`config.mk`:
```
export PLATFORM = sky130hd
export DESIGN_NAME = dac_axis_sink_flat
export DESIGN_NICKNAME = d
export VERILOG_FILES = /design/src/rtl/pdh_pkg.sv /design/src/rtl/dac_axis_sink_if.sv /design/src/rtl/dac_axis_sink.sv /design/src/flat_wrapper.sv
export SDC_FILE = /design/constraint.sdc
export NUM_CORES = 1
export LEC_CHECK = 0
export ABC_CLOCK_PERIOD_IN_PS = 8670
export CORE_MARGIN = 5
export CORE_UTILIZATION = 40
export DETAILED_ROUTE_END_ITERATION = 16
export PLACE_DENSITY_LB_ADDON = 0.1
export REMOVE_ABC_BUFFERS = 1
export SKIP_CTS_REPAIR_TIMING = 1
export SYNTH_ARGS = -nofsm -noshare
export SYNTH_HDL_FRONTEND = slang
export SYNTH_SLANG_ARGS = --single-unit
```
`constraint.sdc`:
```
create_clock -name clk -period 8.67 [get_ports clk]
set_input_delay 1.734 -clock clk [delete_from_list [all_inputs] [get_ports clk]]
set_output_delay 1.734 -clock clk [all_outputs]
set_load 0.01 [all_outputs]
```
`src/rtl/pdh_pkg.sv`:
```
// ----------------------------------------------------------------------------
// pdh_pkg
// Shared definitions for the DAC streaming sink: converter width, the
// midscale code, the sink state machine encoding, the sample pair layout and
// the two's-complement to offset-binary conversion used on the output path.
// No ports (package).
// ----------------------------------------------------------------------------
package pdh_pkg;

    localparam int DAC_WIDTH  = 14;
    localparam int AXIS_WIDTH = 32;
    localparam int CH_B_LSB   = 16;

    localparam logic [DAC_WIDTH-1:0] DAC_MIDSCALE = 14'h2000;

    typedef enum logic [1:0] {
        HOLD_RST = 2'd0,
        IDLE     = 2'd1,
        RUN      = 2'd2
    } dacState_t;

    typedef struct packed {
        logic [DAC_WIDTH-1:0] chB;
        logic [DAC_WIDTH-1:0] chA;
    } samplePair_t;

    // Offset binary is the two's-complement code with its sign bit flipped,
    // so the most negative value maps to 0 and zero maps to midscale.
    function automatic logic [DAC_WIDTH-1:0] toOffsetBinary(input logic [DAC_WIDTH-1:0] value);
        return {~value[DAC_WIDTH-1], value[DAC_WIDTH-2:0]};
    endfunction

endpackage

```
`src/rtl/dac_axis_sink_if.sv`:
```
// ----------------------------------------------------------------------------
// dac_axis_sink_if
// AXI-Stream style sample-pair channel feeding the DAC sink.
//   tdata  : sample pair, channel A in the low lane, channel B in the high lane
//   tvalid : upstream has a pair on tdata
//   tready : sink can take the pair this cycle
// master drives tdata/tvalid, slave drives tready.
// ----------------------------------------------------------------------------
interface dac_axis_sink_if;
    import pdh_pkg::*;

    logic [AXIS_WIDTH-1:0] tdata;
    logic                  tvalid;
    logic                  tready;

    modport master (output tdata, output tvalid, input tready);
    modport slave  (input tdata, input tvalid, output tready);

endinterface

```
`src/rtl/dac_axis_sink.sv`:
```
// ----------------------------------------------------------------------------
// dac_axis_sink
// Takes two's-complement sample pairs from a stream and plays them out to an
// interleaved two-channel DAC, one channel per clock (A then B). Holds the DAC
// in reset for RST_CYCLES after reset release, then drives midscale while
// disabled. When no new pair is ready at a frame boundary the previous pair is
// repeated and an underflow counter is bumped.
// Ports:
//   clk, rst         : clock, asynchronous active-high reset
//   s_axis           : sample-pair stream (slave side)
//   enable_i         : stream to the DAC when high, midscale when low
//   clr_i            : synchronous clear of the underflow counter
//   dac_dat_o        : DAC data, offset binary
//   dac_sel_o        : channel select, 1 = A, 0 = B
//   dac_wrt_o        : DAC write strobe
//   dac_rst_o        : DAC reset
//   underflow_cnt_o  : saturating count of frames with no fresh pair
//   running_o        : state machine is streaming
// ----------------------------------------------------------------------------
module dac_axis_sink
    import pdh_pkg::*;
#(
    parameter int RST_CYCLES = 16
) (
    input  logic                 clk,
    input  logic                 rst,
    dac_axis_sink_if.slave       s_axis,
    input  logic                 enable_i,
    input  logic                 clr_i,
    output logic [DAC_WIDTH-1:0] dac_dat_o,
    output logic                 dac_sel_o,
    output logic                 dac_wrt_o,
    output logic                 dac_rst_o,
    output logic [15:0]          underflow_cnt_o,
    output logic                 running_o
);

    localparam int CNT_W = (RST_CYCLES > 1) ? $clog2(RST_CYCLES) : 1;
    localparam logic [CNT_W-1:0] RST_LAST = CNT_W'(RST_CYCLES - 1);

    dacState_t            r_state;
    dacState_t            w_stateNext;
    logic [CNT_W-1:0]     r_rstCnt;
    logic                 r_phase;
    logic                 w_phaseNext;
    samplePair_t          r_hold;
    samplePair_t          r_cur;
    samplePair_t          w_inPair;
    logic                 r_holdVld;
    logic                 w_holdVldNext;
    logic                 r_tready;
    logic                 w_treadyNext;
    logic [15:0]          r_underflowCnt;
    logic                 w_consume;
    logic                 w_accept;
    logic                 w_leaveRun;
    logic                 w_underflow;
    logic [DAC_WIDTH-1:0] r_dat;
    logic                 r_sel;
    logic                 r_wrt;
    logic                 r_rst;
    logic                 r_running;
    logic [DAC_WIDTH-1:0] w_datNext;
    logic                 w_selNext;
    logic                 w_wrtNext;
    logic                 w_rstNext;
    logic                 w_runningNext;
    logic                 w_unusedBits;

    assign w_inPair     = {s_axis.tdata[CH_B_LSB +: DAC_WIDTH], s_axis.tdata[DAC_WIDTH-1:0]};
    assign w_unusedBits = ^{s_axis.tdata[AXIS_WIDTH-1:CH_B_LSB+DAC_WIDTH],
                            s_axis.tdata[CH_B_LSB-1:DAC_WIDTH]};

    // A frame ends on the B cycle; that is the only point where a new pair
    // moves into the frame register and where enable_i is looked at, so a
    // disable never cuts a frame in half.
    assign w_consume   = (r_state == RUN) && r_phase;
    assign w_accept    = s_axis.tvalid && r_tready;
    assign w_leaveRun  = w_consume && !enable_i;
    assign w_underflow = w_consume && enable_i && !r_holdVld;

    // State register.
    always_ff @(posedge clk or posedge rst) begin
        if (rst) begin
            r_state <= HOLD_RST;
        end else begin
            r_state <= w_stateNext;
        end
    end

    // Reset-hold timer; only runs while the DAC is held in reset and restarts
    // from zero every time that state is entered.
    always_ff @(posedge clk or posedge rst) begin
        if (rst) begin
            r_rstCnt <= '0;
        end else if (r_state == HOLD_RST) begin
            r_rstCnt <= r_rstCnt + CNT_W'(1);
        end else begin
            r_rstCnt <= '0;
        end
    end

    // Next-state logic: fixed-length reset hold, wait for enable, then
    // stream until enable is seen low at the end of a frame.
    always_comb begin
        w_stateNext = r_state;
        case (r_state)
            HOLD_RST: if (r_rstCnt == RST_LAST) w_stateNext = IDLE;
            IDLE:     if (enable_i) w_stateNext = RUN;
            RUN:      if (w_leaveRun) w_stateNext = IDLE;
            default:  w_stateNext = HOLD_RST;
        endcase
    end

    // Next values of the phase, holding-register flag and tready. tready is
    // registered, so it is computed from the values the other registers are
    // about to take; the holding register can take a new pair on the same
    // cycle it hands its old one to the frame register.
    always_comb begin
        w_phaseNext = (r_state == RUN) && (w_stateNext == RUN) && !r_phase;
        if ((r_state != RUN) || w_leaveRun) begin
            w_holdVldNext = 1'b0;
        end else if (w_accept) begin
            w_holdVldNext = 1'b1;
        end else if (w_consume) begin
            w_holdVldNext = 1'b0;
        end else begin
            w_holdVldNext = r_holdVld;
        end
        w_treadyNext = (w_stateNext == RUN) && (!w_holdVldNext || w_phaseNext);
    end

    // Holding and frame registers. Leaving RUN throws away anything buffered
    // so the next run starts from a clean zero frame.
    always_ff @(posedge clk or posedge rst) begin
        if (rst) begin
            r_hold    <= '0;
            r_cur     <= '0;
            r_holdVld <= 1'b0;
            r_phase   <= 1'b0;
            r_tready  <= 1'b0;
        end else begin
            r_phase   <= w_phaseNext;
            r_holdVld <= w_holdVldNext;
            r_tready  <= w_treadyNext;
            if (w_accept && !w_leaveRun) begin
                r_hold <= w_inPair;
            end
            if (w_leaveRun) begin
                r_cur <= '0;
            end else if (w_consume && r_holdVld) begin
                r_cur <= r_hold;
            end
        end
    end

    // Underflow counter: clear wins over increment, and it sticks at all-ones
    // rather than wrapping.
    always_ff @(posedge clk or posedge rst) begin
        if (rst) begin
            r_underflowCnt <= '0;
        end else if (clr_i) begin
            r_underflowCnt <= '0;
        end else if (w_underflow && (r_underflowCnt != 16'hFFFF)) begin
            r_underflowCnt <= r_underflowCnt + 16'd1;
        end
    end

    // Output decode. Status outputs follow the state being entered so they
    // line up with the state itself; the data path plays out the channel of
    // the current phase from the frame register.
    always_comb begin
        w_datNext     = DAC_MIDSCALE;
        w_selNext     = 1'b1;
        w_wrtNext     = (w_stateNext != HOLD_RST);
        w_rstNext     = (w_stateNext == HOLD_RST);
        w_runningNext = (w_stateNext == RUN);
        case (r_state)
            IDLE: begin
                w_selNext = ~r_sel;
            end
            RUN: begin
                if (r_phase) begin
                    w_datNext = toOffsetBinary(r_cur.chB);
                    w_selNext = 1'b0;
                end else begin
                    w_datNext = toOffsetBinary(r_cur.chA);
                    w_selNext = 1'b1;
                end
            end
            default: begin
                w_selNext = 1'b1;
            end
        endcase
    end

    // Output registers.
    always_ff @(posedge clk or posedge rst) begin
        if (rst) begin
            r_dat     <= DAC_MIDSCALE;
            r_sel     <= 1'b1;
            r_wrt     <= 1'b0;
            r_rst     <= 1'b1;
            r_running <= 1'b0;
        end else begin
            r_dat     <= w_datNext;
            r_sel     <= w_selNext;
            r_wrt     <= w_wrtNext;
            r_rst     <= w_rstNext;
            r_running <= w_runningNext;
        end
    end

    assign dac_dat_o       = r_dat;
    assign dac_sel_o       = r_sel;
    assign dac_wrt_o       = r_wrt;
    assign dac_rst_o       = r_rst;
    assign running_o       = r_running;
    assign underflow_cnt_o = r_underflowCnt;
    assign s_axis.tready   = r_tready;

endmodule

```
`src/flat_wrapper.sv`:
```
// flat-port wrapper written by rule: the top's interface ports become plain ports
module dac_axis_sink_flat import pdh_pkg::*;
#(
    parameter int RST_CYCLES = 16
)
  (clk, rst, enable_i, clr_i, dac_dat_o, dac_sel_o, dac_wrt_o, dac_rst_o, underflow_cnt_o, running_o, s_axis_tdata, s_axis_tvalid, s_axis_tready);
  dac_axis_sink_if s_axis_i ();
  input  logic clk;
  input  logic rst;
  input  logic enable_i;
  input  logic clr_i;
  output logic [DAC_WIDTH-1:0] dac_dat_o;
  output logic dac_sel_o;
  output logic dac_wrt_o;
  output logic dac_rst_o;
  output logic [15:0] underflow_cnt_o;
  output logic running_o;
  input wire logic [$bits(s_axis_i.tdata)-1:0] s_axis_tdata;
  input wire logic [$bits(s_axis_i.tvalid)-1:0] s_axis_tvalid;
  output wire logic [$bits(s_axis_i.tready)-1:0] s_axis_tready;
  assign s_axis_i.tdata = s_axis_tdata;
  assign s_axis_i.tvalid = s_axis_tvalid;
  assign s_axis_tready = s_axis_i.tready;
  dac_axis_sink #(.RST_CYCLES(RST_CYCLES)) u_core (.clk(clk), .rst(rst), .s_axis(s_axis_i), .enable_i(enable_i), .clr_i(clr_i), .dac_dat_o(dac_dat_o), .dac_sel_o(dac_sel_o), .dac_wrt_o(dac_wrt_o), .dac_rst_o(dac_rst_o), .underflow_cnt_o(underflow_cnt_o), .running_o(running_o));
endmodule
```
==> flow_metrics.py, run 1 <==
metrics = {
    "die": {
        "fp.dieW_um": 114,
        "die-area_um2": 12900,
        "io_pins": 72,
        "die_y_um": 114,
        "core-area_um2": 10400,
        "initial_core_util": 0.413,
        "rows": 37,
    },
    "sta": {
        "min_period_ps": 3660,
        "slew_viol_final": 0,
        "fin_skew_ps": 12.4,
        "fmax_mhz": 273,
        "slew_headroom": 0.285,
        "finalCritPeriodShare": 0.422,
        "finalSetupViolations": 0,
        "tns_ps": 0,
        "hold_viol_final": 0,
        "tightest_slew_ps": 1070,
        "rsz0062_at_grt": "no",
    },
    "finish": {
        "final_area_um2": 5270,
        "final_nets": 492,
        "fillers": 988,
        "drive_gt1_frac": 0.0881,
        "antennaDiodeCount": 0,
        "post-route-util": 0.506,
        "final_cells": 590,
        "syn_to_final_growth_pct": 22.5,
    },
    "logic_synthesis": {
        "synth_top_family_by_area": "simple AND/OR/NAND/NOR gates",
        "synth.avg_cell_area_um2": 11.1,
        "syn_inst": 387,
        "synth-seq-cells": 99,
        "ys_types": 44,
        "synth_xor_area_frac": 0.00407,
        "synth-adder-area-share": 0.0174,
        "yosys.area_share.simple": 0.204,
        "synth_warnings": 0,
        "synth_compound_area_frac": 0.0535,
        "ys_seq_area_frac": 0.577,
        "yosys-top-cells-area": "dfrtp_1 56%, nand2_1 5.7%, mux2_1 5.5%",
        "synth_top_cell_by_area": "dfrtp_1",
        "syn_area_um2": 4300,
        "synth.area.mux_share": 0.111,
        "yosys.area.top_type_share": 0.558,
    },
    "global_routing": {
        "grt_max_degree": 57,
        "grt-ovfl-total": 0,
        "met3_usage": 0.0446,
        "grt_util_met2": 0.241,
        "busiest_layer": "met2",
        "grt_first_pass_wirelength_um": 15100,
        "grtUsageMet1": 0.185,
        "grt_use_total": 0.144,
        "grt_antenna_before_repair": 0,
        "first_global_vias": 3161,
    },
    "pwr": {
        "power_frac_comb": 0.216,
        "vdd_drop_max_v": 0.000114,
        "p_sw_uw": 352,
        "internal_power_uw": 816,
        "cellPowerDensity_nw_per_um2": 222,
        "switching_share": 0.301,
        "finalPower_uw": 1170,
        "p_clk_frac": 0.256,
        "p_leak_uw": 0.00231,
        "p_seq_frac": 0.528,
    },
    "clock_network": {
        "numCtsBuffers": 9,
        "clk_pin_slew_ps": 100,
        "cts.sinks": 99,
        "htreeDepth": 3,
        "clock_path_buffers": 2,
        "cts_tree": "done",
        "cts_root_buf": "clkbuf_8",
        "clock_latency_ps": 360,
    },
    "placement": {
        "dp.cells": 574,
        "dp_hpwl_um": 5580,
        "gp_congestion": 0.785,
        "dpl_cell_area_um2": 5070,
        "portBuffers": 67,
    },
    "routing": {
        "drc": 0,
        "drt_pass1_iterations": 4,
        "drt_iter0_drc": 150,
        "post_drt_wl_per_cell_um": 14.5,
        "routed_wl_um": 8570,
        "detail-route-antenna-nets": 0,
        "viasPerCell": 5.11,
        "num_vias": 3017,
    },
    "worst_setup_path": {
        "r2r-start": "u_core.r_state[0]",
        "path_class": "in -> reg",
        "cp.arrival_ps": 3910,
        "rr_worst_depth": 6,
        "reg2reg_slack_ps": 6260,
        "r2r_end": "u_core.r_hold[10]",
        "worst_setup_path_start_kind": "input pin",
        "worst-path-max-fanout": 37,
        "crit_start": "enable_i",
        "required_ps": 8920,
        "critical_path.endpoint_type": "register",
    },
    "worst_hold_path": {
        "hp-start": "u_core.r_rstCnt[0]",
        "min_path_cells": 1,
        "hold_class": "reg -> reg",
        "min_to": "u_core.r_rstCnt[0]",
    },
    "run_status": {
        "status": "finished, final reports clean",
    },
    "flow_run": {
        "cap_viol_max_count": 0,
    },
}
## worst max-delay path, stage by stage
cell and delay (ps):
clkdlybuf4s50_1 450, buf_4 370, or2_1 200, nor2b_4 710
mux2_2 410
## cell usage after synthesis, drive strengths merged
master and count:
nor2 22, inv 7, mux2 30, and4 2
nor2b 4, or2 3, nand3b 1, nand3 36
or4 9, o221ai 1, nor4 3, xor2 1
a221oi 1, a211oi 1, a41oi 1, nand4b 1
a21oi 16, or3 4, xnor2 1, a21o 2
ha 6, and3 4, nor3 3, nand2 65
buf 12, a31oi 1, nand2b 5, o31ai 10
and4b 2, mux2i 14, nand4 4, and2 3
clkbuf 8, o21ai 4, dfstp 3, and4bb 1
dfrtp 96
## through the flow
stage	hold WS, ps	setup slack (ps)
detailed placement	452	4570
global route	501	4830
CTS	473	4970
floorplan	432	4350
global placement	446	4610
finish	472	5010
## layout make-up
class,instances,area [um2],share of cell area
flip-flops and latches,99,2480,0.471
multi-input cells,261,1690,0.320
repair buffers,71,701,0.133
well taps,136,170,0.0323
clock buffers,10,138,0.0261
clock inverters,6,65.1,0.0123
inverters,7,28.8,0.00546
## how the worst max path moves through the flow
stage | to | slack, ps | depth (start not counted)
after floorplan | u_core.dac_dat_o[0] | 4350 | 1
after global placement | u_core.r_hold[10] | 4610 | 5
after CTS | u_core.r_hold[10] | 4970 | 5
final | u_core.r_hold[10] | 5010 | 5
after detailed placement | u_core.r_hold[8] | 4570 | 5
after global routing | u_core.r_hold[10] | 4830 | 5
## cell families (layout without fill, tap and decap cells)
group | after synthesis | after routing
buf+inv | 27 | 94
flops | 99 | 99
simple gates | 172 | 172
fa+ha+maj | 6 | 6
mux | 44 | 44
compound gates | 37 | 37
xor+xnor | 2 | 2
## power groups by stage
stage               Sequential [uW]  Combinational (uW)  Clock, uW
finish                          617                 252        299
global route                    633                 283        327
CTS                             617                 260        310
detailed placement              626                 261          0
global placement                623                 251          0
floorplan                       619                 171          0
## cells in the final DEF, fill, tap and decap left out, types with 10 or more instances in the layout
cell type,instances
dfrtp_1,96
clkdlybuf4s50_1,67
nand2_1,65
nand3_1,35
nor2_1,22
mux2_1,21
a21oi_1,16
mux2i_1,14
o31ai_1,10
clkbuf_8,10
## registers in the layout (all words and copies together), names as in the netlist
register,count
u_core.dac_dat_o,14
u_core.r_rstCnt,4
u_core.dac_rst_o,1
u_core.dac_sel_o,1
u_core.r_phase,1
u_core.running_o,1
u_core.underflow_cnt_o,16
u_core.r_state,2
u_core.r_holdVld,1
u_core.s_axis.tready,1
u_core.dac_wrt_o,1
u_core.r_hold,28
u_core.r_cur,28
## per-layer routing
metal | vias up | part of all wire
met2 | 61 | 0.49
met4 | 0 | 0.0068
met5 | - | 0
li1 | 1474 | -
met3 | 4 | 0.045
met1 | 1478 | 0.46
No activity file was read; power rests on OpenSTA's default activity.
==> run 2, diff against run 1 <==
- ABC_CLOCK_PERIOD_IN_PS: 8670 -> 3550
- clock period: 8.67 -> 3.55 ns (I/O delays scaled with it)
==> flow_metrics.py, run 2 (same netlist as run 1, synthesis figures left out) <==
metrics = {
    "worst_setup_path": {
        "path_cells": "clkdlybuf4s50_1, buf_4, nand2b_1, a221oi_1, nor3_1, and4b_1",
        "r2r-start": "u_core.r_state[0]",
        "worst-path-max-fanout": 31,
        "cp.buffers_inverters": 2,
        "path_class": "in -> reg",
        "cpPeakStageDelay_ps": 640,
        "reg2reg_slack_ps": 1330,
        "crit_slowest_cell": "clkdlybuf4s50_1",
        "critPathTopFamily": "buffers and inverters",
        "critical_path.endpoint_type": "register",
        "r2r_end": "u_core.underflow_cnt_o[11]",
        "cp.arrival_ps": 2660,
        "worst_setup_path_start_kind": "input pin",
        "rr_worst_depth": 6,
        "required_ps": 3840,
    },
    "sta": {
        "setup_ws_ps": 1190,
        "tightest_slew_ps": 921,
        "finalSetupViolations": 0,
        "hold_viol_final": 0,
        "slew_viol_final": 0,
        "min_period_ps": 2360,
        "fin_skew_ps": 8.18,
        "fmax_mhz": 423,
        "rsz0062_at_grt": "no",
        "slew_headroom": 0.386,
        "tns_ps": 0,
        "finalCritPeriodShare": 0.666,
    },
    "clock_network": {
        "htreeDepth": 3,
        "cts.sinks": 99,
        "cts_root_buf": "clkbuf_8",
        "numCtsBuffers": 9,
        "clock_path_buffers": 2,
        "cts_tree": "done",
        "clock_latency_ps": 350,
        "clk_pin_slew_ps": 90,
    },
    "routing": {
        "num_vias": 3027,
        "drt_iter0_drc": 121,
        "viasPerCell": 5.10,
        "detail-route-antenna-nets": 0,
        "drt_pass1_iterations": 4,
        "drc": 0,
        "routed_wl_um": 8760,
        "post_drt_wl_per_cell_um": 14.8,
    },
    "placement": {
        "gp_congestion": 0.784,
        "portBuffers": 67,
        "dp.cells": 577,
        "dp_hpwl_um": 5790,
        "dp_slack_ps": 795,
    },
    "die": {
        "die-area_um2": 12900,
        "die_y_um": 114,
        "io_pins": 72,
        "rows": 37,
        "core-area_um2": 10400,
        "fp.dieW_um": 114,
        "initial_core_util": 0.413,
    },
    "worst_hold_path": {
        "hold_class": "reg -> reg",
        "min_to": "u_core.r_rstCnt[0]",
        "hp-start": "u_core.r_rstCnt[0]",
        "min_path_cells": 1,
    },
    "finish": {
        "drive_gt1_frac": 0.0919,
        "final_cell_mix": "96 x dfrtp_1, 67 x clkdlybuf4s50_1, 65 x nand2_1, 35 x nand3_1, 22 x nor2_1",
        "final_cells": 593,
        "final_common_cell": "dfrtp_1",
        "antennaDiodeCount": 0,
        "final_nets": 495,
        "syn_to_final_growth_pct": 23.2,
        "fillers": 973,
    },
    "global_routing": {
        "grt_max_degree": 77,
        "first_global_vias": 3129,
        "grt_use_total": 0.147,
        "grt_first_pass_wirelength_um": 15300,
        "grt-ovfl-total": 0,
        "grt_antenna_before_repair": 0,
    },
    "pwr": {
        "cellPowerDensity_nw_per_um2": 544,
        "vdd_drop_max_v": 0.000221,
        "p_leak_uw": 0.00233,
    },
    "run_status": {
        "status": "finished, final reports clean",
    },
    "flow_run": {
        "cap_viol_max_count": 0,
    },
}
-- run 2: changes by cell type in the layout (fill, tap and decap cells not counted), sizes merged --
cell and delta:
bufinv +1, buf +3, inv -3, clkbuf +2
-- run 2: area by class of cell --
cell class,count,area (um2),area share
Sequential cell,99,2480,0.468
Timing Repair Buffer,74,723,0.136
Tap cell,136,170,0.0321
Clock inverter,4,56.3,0.0106
Clock buffer,12,155,0.0293
Inverter,7,28.8,0.00543
Multi-Input combinational cell,261,1690,0.318
-- run 2: worst max-delay path by stage --
stage                        start                   to  slack [ps]  cells after the start
after floorplan                rst  u_core.dac_dat_o[0]         250                      1
after global placement    enable_i       u_core.r_phase         820                      6
after detailed placement  enable_i       u_core.r_phase         790                      6
after CTS                 enable_i       u_core.r_phase        1180                      6
after global routing      enable_i       u_core.r_phase        1030                      6
final                     enable_i       u_core.r_phase        1190                      6
-- run 2: where the power goes --
| group | switching [uW] | internal [uW] |
|---|---|---|
| Clock | 383 | 372 |
| Combinational | 292 | 323 |
| Sequential | 134 | 1380 |
| Total | 809 | 2070 |
-- run 2: per-layer routing --
layer  up-vias  wire length (um)  track usage  part of all wire
li1       1481                 -            -                 -
met1      1479              4050        0.196              0.46
met2        56              4220        0.235              0.48
met3        11               387       0.0371             0.044
met4         0               108       0.0441             0.012
met5         -                 0            0                 0
-- run 2: stage by stage --
| stage | power (uW) | hold WS [ps] | area, um2 | utilization |
|---|---|---|---|---|
| 6_report | 2880 | 462 | 5300 | 0.509 |
| 4_1_cts | 2930 | 474 | 5300 | 0.509 |
| 5_1_grt | 3080 | 496 | 5300 | 0.509 |
| 3_5_place_dp | 2170 | 455 | 5090 | 0.489 |
| 3_3_place_gp | 2140 | 446 | 5090 | 0.489 |
| 2_1_floorplan | 1930 | 432 | 4180 | - |
-- run 2: worst register-to-register path, cell delays in order (launching register included) --
cell,delay [ps]
dfrtp_1,430
inv_1,100
ha_1,370
nand4b_4,290
nor4_2,450
nand3b_1,140
mux2_1,330
==> run 3, diff against run 2 <==
- ABC_CLOCK_PERIOD_IN_PS: 3550 -> 2000
- clock period: 3.55 -> 2 ns (I/O delays scaled with it)
==> flow_metrics.py, run 3 (same netlist as run 1, synthesis figures left out) <==
metrics = {
    "routing": {
        "post_drt_wl_per_cell_um": 14.5,
        "drt_pass1_iterations": 6,
        "routed_wl_um": 8950,
        "num_vias": 3127,
        "drt_iter0_drc": 162,
        "detail-route-antenna-nets": 0,
        "viasPerCell": 5.07,
        "drc": 0,
    },
    "finish": {
        "syn_to_final_growth_pct": 28.7,
        "final_common_cell": "dfrtp_1",
        "drive_gt1_frac": 0.139,
        "final_area_um2": 5540,
        "final_cell_mix": "96 x dfrtp_1, 67 x clkdlybuf4s50_1, 65 x nand2_1, 35 x nand3_1, 28 x buf_4",
        "final_nets": 519,
        "post-route-util": 0.532,
        "antennaDiodeCount": 0,
    },
    "sta": {
        "tns_ps": 0,
        "fmax_mhz": 537,
        "fin_skew_ps": 7.23,
        "slew_viol_final": 0,
        "hold_viol_final": 0,
        "finalCritPeriodShare": 0.932,
        "min_period_ps": 1860,
        "slew_headroom": 0.557,
        "tightest_slew_ps": 659,
        "finalSetupViolations": 0,
    },
    "clock_network": {
        "numCtsBuffers": 9,
        "cts_root_buf": "clkbuf_8",
        "clk_pin_slew_ps": 90,
        "clock_latency_ps": 360,
        "clock_path_buffers": 2,
        "cts_tree": "done",
        "cts.sinks": 99,
        "htreeDepth": 3,
    },
    "die": {
        "fp.dieW_um": 114,
        "rows": 37,
        "io_pins": 72,
        "die-area_um2": 12900,
        "initial_core_util": 0.413,
        "die_y_um": 114,
        "core-area_um2": 10400,
    },
    "global_routing": {
        "first_global_vias": 3180,
        "grt_use_total": 0.150,
        "grtUsageMet1": 0.205,
        "busiest_layer": "met2",
        "met3_usage": 0.0451,
        "grt-ovfl-total": 0,
        "grt_util_met2": 0.232,
        "grt_max_degree": 38,
        "grt_antenna_before_repair": 0,
        "grt_first_pass_wirelength_um": 15600,
    },
    "run_status": {
        "status": "finished, final reports clean",
    },
    "pwr": {
        "p_seq_frac": 0.510,
        "p_sw_uw": 1480,
        "internal_power_uw": 3770,
        "cellPowerDensity_nw_per_um2": 949,
        "vdd_drop_max_v": 0.000608,
        "p_leak_uw": 0.00246,
        "power_frac_comb": 0.233,
        "switching_share": 0.282,
        "p_clk_frac": 0.256,
    },
    "worst_setup_path": {
        "cpPeakStageDelay_ps": 500,
        "path_cells": "inv_1, ha_4, buf_4, nand4b_4, buf_4, or4_1, a21oi_1",
        "r2r-start": "u_core.r_state[0]",
        "cp_common_cell": "buf_4",
        "crit_slowest_cell": "or4_1",
        "crit_start": "u_core.r_state[0]",
        "critical_path.endpoint_type": "register",
        "reg2reg_slack_ps": 140,
        "worst-path-max-fanout": 14,
        "rr_worst_depth": 7,
        "required_ps": 2280,
        "cp.arrival_ps": 2150,
        "worst_setup_path_start_kind": "register",
        "path_class": "reg -> reg",
    },
    "worst_hold_path": {
        "hold_class": "in -> async",
    },
    "placement": {
        "gp_congestion": 0.803,
        "dpl_cell_area_um2": 5310,
        "portBuffers": 67,
        "dp_hpwl_um": 6160,
    },
    "flow_run": {
        "cap_viol_max_count": 0,
    },
}
-- run 3: routing by layer --
metal / vias to the layer above / part of all wire
met5: - / 0
met4: 0 / 0.012
met3: 8 / 0.049
met2: 65 / 0.48
met1: 1525 / 0.46
li1: 1529 / -
-- run 3: metrics by stage --
stage | setup WS, ps | hold WS, ps | cells | power [uW]
floorplan | -985 | 432 | 367 | 3430
global placement | -379 | 443 | 601 | 3910
detailed placement | -418 | 452 | 601 | 3960
CTS | -175 | 425 | 617 | 5320
global route | -14.9 | 449 | 617 | 5610
finish | 136 | 409 | 617 | 5260
-- run 3: power by group through the flow --
stage	Sequential (uW)	Combinational, uW	Clock [uW]
after floorplan	2680	743	0
after global placement	2710	1200	0
after global routing	2740	1380	1490
after CTS	2680	1240	1400
after detailed placement	2720	1240	0
final	2680	1230	1350
-- run 3: path summary, 6_finish.rpt --
| kind | endpoint |
|---|---|
| max | u_core.underflow_cnt_o[3] |
| min | u_core.r_state[0] |
| max reg2reg | u_core.underflow_cnt_o[3] |
| min reg2reg | u_core.r_cur[13] |
| max in group asynchronous | u_core.dac_dat_o[1] |
| min in group clk | u_core.r_cur[13] |
-- run 3: critical path: cells and delay by family (launching register included) --
family / cells / cell delay, ps
compound gates: 1 / 160
fa+ha+maj: 1 / 180
buf+inv: 3 / 450
flops: 1 / 390
simple gates: 2 / 600
-- run 3: cell type report --
cell class / instances / area [um2]
Fill cell: 959 / 4880
Sequential cell: 99 / 2480
Multi-Input combinational cell: 261 / 1710
Timing Repair Buffer: 98 / 941
Tap cell: 136 / 170
Clock buffer: 12 / 155
Clock inverter: 4 / 55.1
Inverter: 7 / 28.8
